$ cat src/rtl/lab7_seq_pkg.sv
// Shared types and constants for the lab7 program sequencer.
// Instruction: [11:10] class, OP carries the 10 datapath control bits in [9:0].
package lab7_seq_pkg;

  localparam int unsigned INSTR_W = 12;
  localparam int unsigned CTRL_W  = 10;

  localparam int unsigned WE_BIT     = 9;
  localparam int unsigned SEL_A_LSB  = 7;
  localparam int unsigned SEL_B_LSB  = 5;
  localparam int unsigned ALU_OP_LSB = 3;
  localparam int unsigned IMM_BIT    = 2;
  localparam int unsigned SEL_R_LSB  = 0;

  localparam logic [1:0] CLS_OP   = 2'b00;
  localparam logic [1:0] CLS_JMP  = 2'b01;
  localparam logic [1:0] CLS_BZ   = 2'b10;
  localparam logic [1:0] CLS_HALT = 2'b11;

  typedef enum logic [1:0] {
    IDLE  = 2'd0,
    FETCH = 2'd1,
    EXEC  = 2'd2,
    HALT  = 2'd3
  } state_t;

  typedef struct packed {
    logic       write_enable;
    logic [1:0] sel_a;
    logic [1:0] sel_b;
    logic [1:0] alu_op;
    logic       imm;
    logic [1:0] sel_r;
  } ctrl_t;

  // Unpack the datapath control fields of an OP instruction.
  function automatic ctrl_t decode_ctrl(input logic [INSTR_W-1:0] instr);
    ctrl_t c;
    c.write_enable = instr[WE_BIT];
    c.sel_a        = instr[SEL_A_LSB  +: 2];
    c.sel_b        = instr[SEL_B_LSB  +: 2];
    c.alu_op       = instr[ALU_OP_LSB +: 2];
    c.imm          = instr[IMM_BIT];
    c.sel_r        = instr[SEL_R_LSB  +: 2];
    return c;
  endfunction

endpackage

$ cat src/rtl/seq_prog_mem.sv
// Program store: synchronous write, asynchronous read, contents not reset.
module seq_prog_mem #(
  parameter int unsigned ADDR_W = 5,
  parameter int unsigned DATA_W = 12
) (
  input  logic              clk,
  input  logic              we,
  input  logic [ADDR_W-1:0] waddr,
  input  logic [DATA_W-1:0] wdata,
  input  logic [ADDR_W-1:0] raddr,
  output logic [DATA_W-1:0] rdata
);

  localparam int unsigned DEPTH = 2 ** ADDR_W;

  logic [DATA_W-1:0] mem [DEPTH];

  always_ff @(posedge clk) begin
    if (we) mem[waddr] <= wdata;
  end

  assign rdata = mem[raddr];

endmodule

$ cat src/rtl/lab7_sequencer.sv
// Fetch/execute controller: drives the datapath control fields from a program
// store, two cycles per instruction, resolving JMP/BZ/HALT internally.
module lab7_sequencer
  import lab7_seq_pkg::*;
#(
  parameter int unsigned PC_W = 5
) (
  input  logic               clk,
  input  logic               reset,
  input  logic               start,
  input  logic               step,
  input  logic               stop,
  input  logic               prog_we,
  input  logic [PC_W-1:0]    prog_addr,
  input  logic [INSTR_W-1:0] prog_data,
  input  logic               zero_flag,
  output logic               write_enable,
  output logic [1:0]         sel_a,
  output logic [1:0]         sel_b,
  output logic [1:0]         alu_op,
  output logic               imm,
  output logic [1:0]         sel_r,
  output logic               dp_strobe,
  output logic [PC_W-1:0]    pc,
  output logic               busy,
  output logic               halted
);

  state_t             state;
  logic               run_mode;
  logic [1:0]         ir_cls;
  logic [PC_W-1:0]    ir_tgt;
  ctrl_t              ctrl;
  logic [INSTR_W-1:0] instr;
  logic [PC_W-1:0]    pc_inc;
  logic               store_we;

  // Store is writable only while the sequencer is parked.
  assign store_we = prog_we && ((state == IDLE) || (state == HALT));
  assign pc_inc   = pc + PC_W'(1);

  seq_prog_mem #(
    .ADDR_W (PC_W),
    .DATA_W (INSTR_W)
  ) u_mem (
    .clk   (clk),
    .we    (store_we),
    .waddr (prog_addr),
    .wdata (prog_data),
    .raddr (pc),
    .rdata (instr)
  );

  always_ff @(posedge clk) begin
    if (reset) begin
      state     <= IDLE;
      run_mode  <= 1'b0;
      pc        <= '0;
      ir_cls    <= CLS_OP;
      ir_tgt    <= '0;
      ctrl      <= '0;
      dp_strobe <= 1'b0;
      busy      <= 1'b0;
      halted    <= 1'b0;
    end else begin
      case (state)
        IDLE: begin
          if (start || step) begin
            run_mode <= start;
            state    <= FETCH;
            busy     <= 1'b1;
          end
        end
        FETCH: begin
          ir_cls <= instr[INSTR_W-1 -: 2];
          ir_tgt <= instr[PC_W-1:0];
          if (instr[INSTR_W-1 -: 2] == CLS_OP) begin
            ctrl      <= decode_ctrl(instr);
            dp_strobe <= 1'b1;
          end
          state <= EXEC;
        end
        EXEC: begin
          dp_strobe <= 1'b0;
          if (ir_cls == CLS_HALT) begin
            state  <= HALT;
            busy   <= 1'b0;
            halted <= 1'b1;
          end else begin
            case (ir_cls)
              CLS_JMP: pc <= ir_tgt;
              CLS_BZ:  pc <= zero_flag ? ir_tgt : pc_inc;
              default: pc <= pc_inc;
            endcase
            if (run_mode && !stop) begin
              state <= FETCH;
            end else begin
              state <= IDLE;
              busy  <= 1'b0;
            end
          end
        end
        HALT: begin
          // Restart from address 0; step and stop have no effect here.
          if (start) begin
            pc       <= '0;
            run_mode <= 1'b1;
            state    <= FETCH;
            busy     <= 1'b1;
            halted   <= 1'b0;
          end
        end
        default: state <= IDLE;
      endcase
    end
  end

  assign write_enable = ctrl.write_enable;
  assign sel_a        = ctrl.sel_a;
  assign sel_b        = ctrl.sel_b;
  assign alu_op       = ctrl.alu_op;
  assign imm          = ctrl.imm;
  assign sel_r        = ctrl.sel_r;

endmodule

$ cat config.mk
export PLATFORM = sky130hd
export DESIGN_NAME = lab7_sequencer
export DESIGN_NICKNAME = d
export VERILOG_FILES = /design/src/rtl/lab7_seq_pkg.sv /design/src/rtl/seq_prog_mem.sv /design/src/rtl/lab7_sequencer.sv
export SDC_FILE = /design/constraint.sdc
export NUM_CORES = 1
export LEC_CHECK = 0
export ABC_AREA = 1
export BUFFER_PORTS_ARGS = -buffer_cell sky130_fd_sc_hd__buf_4
export CORE_ASPECT_RATIO = 0.6
export CORE_MARGIN = 4
export CORE_UTILIZATION = 55
export DETAILED_ROUTE_END_ITERATION = 7
export PLACE_DENSITY_LB_ADDON = 0.05
export SLEW_MARGIN = 5
export SYNTH_ARGS = -nofsm -noshare
export SYNTH_HDL_FRONTEND = slang
export SYNTH_SLANG_ARGS = --single-unit
$ cat constraint.sdc
create_clock -name clk -period 4.1 [get_ports clk]
set_clock_uncertainty 0.2 [all_clocks]
set_input_delay 0.615 -clock clk [delete_from_list [all_inputs] [get_ports clk]]
set_output_delay 0.615 -clock clk [all_outputs]
set_load 0.02 [all_outputs]
; ---- After elaboration in Yosys (flattened, before gate mapping)
; Memory sizes are Yosys's and may differ from the RTL's. A register that Yosys moved wholly into a read port is not among the register bits.
; Cells that the tools add are included.
[word_totals]
out_inout_bits = 18
ramBits = 384
mem_count = 1
mem_bits_ro = 0
word_cells = 72
in_bits = 24
latchBits = 0
reg_bits = 28
[memory_table]
columns = memory, depth, word_bits, rd, rd_clocked_by_memory_dff, wr, line
row1 = u_mem.mem, 32, 12, 1, 1, 1, seq_prog_mem.sv:16  ; logic [DATA_W-1:0] mem [DEPTH];
[classes]
div = 0
bitwise_logic = 0
shifts = 0
mux = 26
magnitude_cmp = 0
mul = 0
n_eq_ne = 12
addsub = 1
n_reduce_logical = 18
[ops]
columns = cell, n
row1 = $mux 5, 5
row2 = $pmux 5 s2, 2
row3 = $mux 1, 11
row4 = $reduce_and 3->1, 3
row5 = $eq 2x2->1 const B, 4
row6 = $ne 2x2->1 const B, 4
row7 = $pmux 2 s4, 1
row8 = $mux 2, 3
row9 = $pmux 1 s2, 3
row10 = $reduce_and 2->1, 3
row11 = $reduce_bool 2->1, 3
row12 = $add 5x1->5 const B, 1
row13 = $eq 2x1->1 const B, 2
row14 = $logic_not 2->1, 2
row15 = $reduce_and 4->1, 1
row16 = $ne 3x3->1 const B, 1
row17 = $pmux 1 s3, 1
row18 = $reduce_bool 3->1, 1
row19 = $logic_and 1x1->1, 2
row20 = $logic_or 1x1->1, 2
row21 = $ne 2x1->1 const B, 1
row22 = $logic_not 1->1, 1

; ---- Longest topological paths before layout
[depth]
word_depth = 7
mapped_depth = 17

; ---- Cells and area by module
; Synthesis repeated with hierarchy kept, for this count alone.
[unflattened]
hier_cells = 1534
area_unflattened_um2 = 17001.3
[by_module_without_submodules]
columns = module, n_inst, cells_each, area_each_um2
row1 = seq_prog_mem, 1, 1346, 15658.8
row2 = lab7_sequencer, 1, 188, 1342.5

; ---- Worst setup path after synthesis
; No wires, ideal clock.
[synth_timing]
kind = register -> register
startpoint = reg state[0]
endpoint = mem u_mem.mem[0][0] (enable)
required_ns = 3.520
arrival_ns = 1.695
path_slack_ns = 1.825
setup_time_ns = 0.380
path_stages_with_launch = 6
path_cell_list = dfxtp_1 -> inv_1 -> ha_1 -> nor2_1 -> nand3_1 -> nor2_1
[synth_via]
elab_chain_len = 5
elab_cells_between_ends = 6
classes_between = eq/ne: 1 / mux: 2 / reduce/logical: 3
[synth_rtl]
columns = element, line
row1 = start: declaration, lab7_sequencer.sv:29  ; state_t state;
row2 = start signal: assignment, lab7_sequencer.sv:56  ; state <= IDLE;
row3 = start signal: assignment, lab7_sequencer.sv:70  ; state <= FETCH;
row4 = start signal: assignment, lab7_sequencer.sv:81  ; state <= EXEC;
row5 = $eq 2x2->1 or $logic_not 2->1 (tied branches), lab7_sequencer.sv:39  ; assign store_we = prog_we && ((state == IDLE) || (state == HALT));
row6 = $logic_or 1x1->1 (*), lab7_sequencer.sv:39
row7 = $logic_and 1x1->1 (*), lab7_sequencer.sv:39
row8 = $mux 1 (*), seq_prog_mem.sv:19  ; if (we) mem[waddr] <= wdata;
row9 = $mux 1 (implied by the code) (*), seq_prog_mem.sv:19
row10 = end: declaration, seq_prog_mem.sv:16
; Mark *: on every way between the ends. The rest lies on a longest branch, timed or not.

; ---- Final worst setup path
[layout_timing]
startpoint = reg state[0]
endpoint = mem u_mem.mem[3][0] (enable)
; The elaborated chain is that of the path after synthesis.

==> impl_results.md <==
- Reg2Reg Capture Point: u_mem.mem[3][0]$_DFFE_PP_
- Worst reg2reg setup slack: between 1 and 1.5 ns
- DRT Pass-1 Iters: 6
- Worst Path Arrival: 2.80 ns
- P_leak: between 6 and 7 nW
- Fin Setup TNS: 0 ns
- Share of layout cells above drive strength 1: 9.203%
- Most frequent cell after synthesis: edfxtp_1
- Hold_sp: reset
- Final Max Slew Viols: 0
- Status: complete, no violations
- Syn_nets: around 1,500
- Hold Vio Cnt, Final: 0
- Synthesized instance count: between 1,000 and 1,500
- Synth cell types: 27
- Setup violations, final: 0
- Inst Count DP: 1,886
- Total global-route track usage: 24.42%
- TritonCTS clock tree: done
- Worst Hold Class: input port to register
- CP Data Required Time: 4.03 ns
- First-pass GRT wire length: about 63 mm
- GRT overflow: 0
- Combinational cell fraction of total power: 8.6%
- Post-synth ARST share: 0%
- Htree depth: 2
- Routability cong.: a little under 0.9
- CTS clk-pin slew, worst paths: ~0.07 ns
- Internal power: 7.060 mW
- Row count: just under 50
- Layout Nets: between 1,500 and 2,000
- Worst skew pair latency: between 0.5 and 0.6 ns
- Reg area: 0.01220 mm^2
- Routed Antenna Nets: 0
- Sw Ratio: a little under a quarter
- Filler cell count in the final layout: between 2,000 and 2,500
- Clock power frac: slightly below 40%
- Rel. slew slack: ~28%
- CTS Root Buffer Type: clkbuf_16
- Num CTS Buffers: 38
- Postcts setup bufs: 0
- Sequential Power Share: between 50% and 60%
- Iteration-0 DRC Markers: 1,281
- Pin count of the biggest net entering global routing: 212
- Min Tclk post-route: between 2 and 3 ns
- Die Span Y: approximately 140 um
- DRC: 0
- Switching power: ~2.1 mW
- Via count: 11,080
- Syn_area_per_cell: roughly 12 um^2
- Final WL: 41.82 mm
- Worst r2r src: state[0]$_SDFFE_PP0P_
- Overall Power: 9.156 mW
- Routed length per instance: ~21 um
- Core Footprint: between 0.03 and 0.04 mm^2
- IO Pins: 42
- Setup CP Type: register to register
- Mapped cell area: between 0.015 and 0.02 mm^2
- Yosys reg bits: about 420
- Synth top area share: 67.29%
- Die X-Extent: about 240 um
- P&R area growth vs syn: 11.34%
- CTS resizes: 0
- # port buffers: a little over 40
- Fin area: ~0.019 mm^2
- Post-synth EDFFs: around 380
- Final Non-Filler Cells: 1,951
- Multi-input gate area: roughly 0.0041 mm^2
- Post-DP HPWL: 24.37 mm
- Worst reg2reg path depth: 5
- Area contributors post-synth: edfxtp_1 67%, nand2_1 5.8%, nand3_1 5.1%, nor2_1 5.0%, dfxtp_1 3.9%
- RSZ-0062 raised after global routing: false
- Maximum VDD drop: ~0.39 mV
- Sequential cell area fraction in the yosys report: slightly above 70%
- Cell Pwr Density: about 480 mW/mm^2
- Die area: ~0.034 mm^2
- Final period util: a little over two thirds
- Vias in the first global route: approximately 10,000
- Max Root-Sink Buffers: 3
- Leading area contributor after synthesis: edfxtp_1
- Syn. warnings: 0
- Worst Hold End: sel_r[0]$_SDFFE_PP0P_
- Max Fanout on Critical Path: 12
- Post-cts hold buffer count: 0
- Worst Tran Pin Value: around 1.1 ns
- Worst setup EP type: register
- Fmax: 349.4 MHz
- Post-DP Area: approximately 0.018 mm^2
- CP Launch Type: register
- WHS Path Cells: 2
- CTS sink count: 417
- Max Cap Viol: 0
- N_diodes: 0
- Leading register cell type out of synthesis: edfxtp_1
- Vias/cell: ~5.7
- Initial antenna violation count: 0
- Initial Utilization: a little under three fifths
- Commonest cells in the netlist: 384 x edfxtp_1, 267 x nand2_1, 226 x nor2_1
-- registers in the layout (all words and copies together), names as in the netlist, named ones only --
name,flops
alu_op,2
busy,1
dp_strobe,1
halted,1
imm,1
ir_cls,2
ir_tgt,5
pc,5
run_mode,1
sel_a,2
sel_b,2
sel_r,2
state,2
u_mem.mem,384
write_enable,1
-- routing by layer --
metal  vias up  global-route usage [%]  wire (um)
li1       5249                       -          -
met1      5383                   38.56      19430
met2       392                   35.66      18010
met3        54                   4.867       3704
met4         0                   5.125        669
met5         -                       0          0
-- layout by cell type (no fill, tap or decap), drive strengths merged, types with 5 or more instances in the layout --
cell type	count
inv	85
a21oi	22
clkinv	8
buf	82
bufinv	6
o211ai	58
o21ai	117
edfxtp	384
clkbuf	47
nand3	177
and2	5
ha	8
nor2	226
dfxtp	33
o32ai	6
nand2	269
-- kinds of logic after synthesis --
family,Yosys count,synth area share [%]
AND/OR/NAND/NOR,679,16.37
adder cells (fa/ha/maj),8,0.5841
buffers and inverters,168,4.717
flip-flops,417,71.14
AO/OA/AOI/OAI,206,7.031
XOR/XNOR,3,0.1534
-- power by group through the flow --
stage          clock network [mW]  logic, mW  registers, mW
3_5_place_dp                    0      0.787           4.84
3_3_place_gp                    0      0.780           4.84
4_1_cts                      3.67      0.791           4.75
6_report                     3.62      0.787           4.75
5_1_grt                      3.85      0.880           4.75
2_1_floorplan                   0      0.505           4.85
-- critical path, cell delays in order, from the launching register on --
cell and delay [ns]:
dfxtp_1 0.39, inv_1 0.08, ha_1 0.36, nor2_1 0.26, nand3_1 0.31, nor2_1 0.88
-- worst max-delay path by stage --
stage | start | slack [ns] | endpoint
floorplan | state[0]$_SDFFE_PP0P_ | 1.82 | u_mem.mem[0][0]$_DFFE_PP_
global placement | state[0]$_SDFFE_PP0P_ | 1.35 | u_mem.mem[3][7]$_DFFE_PP_
detailed placement | state[0]$_SDFFE_PP0P_ | 1.24 | u_mem.mem[2][0]$_DFFE_PP_
CTS | state[0]$_SDFFE_PP0P_ | 1.23 | u_mem.mem[2][0]$_DFFE_PP_
global route | state[0]$_SDFFE_PP0P_ | 0.98 | u_mem.mem[3][0]$_DFFE_PP_
finish | state[0]$_SDFFE_PP0P_ | 1.24 | u_mem.mem[3][0]$_DFFE_PP_
-- final cells by class --
class | instances | share of cell area, %
Clock buffer | 47 | 5.272
Clock inverter | 18 | 1.292
Inverter | 83 | 1.646
Multi-Input combinational cell | 896 | 21.68
Sequential cell | 417 | 63.95
Tap cell | 408 | 2.676
Timing Repair Buffer | 82 | 3.489
-- through the flow --
step	utilization, %	worst slack (ns)	hold WS [ns]
after global placement	58.74	1.346	0.2492
after detailed placement	58.74	1.238	0.2603
after CTS	62.87	1.228	0.1584
after global routing	62.87	0.9833	0.1744
after floorplan	-	1.825	0.2283
final	62.87	1.238	0.1789
No activity file was read; power rests on OpenSTA's default activity.
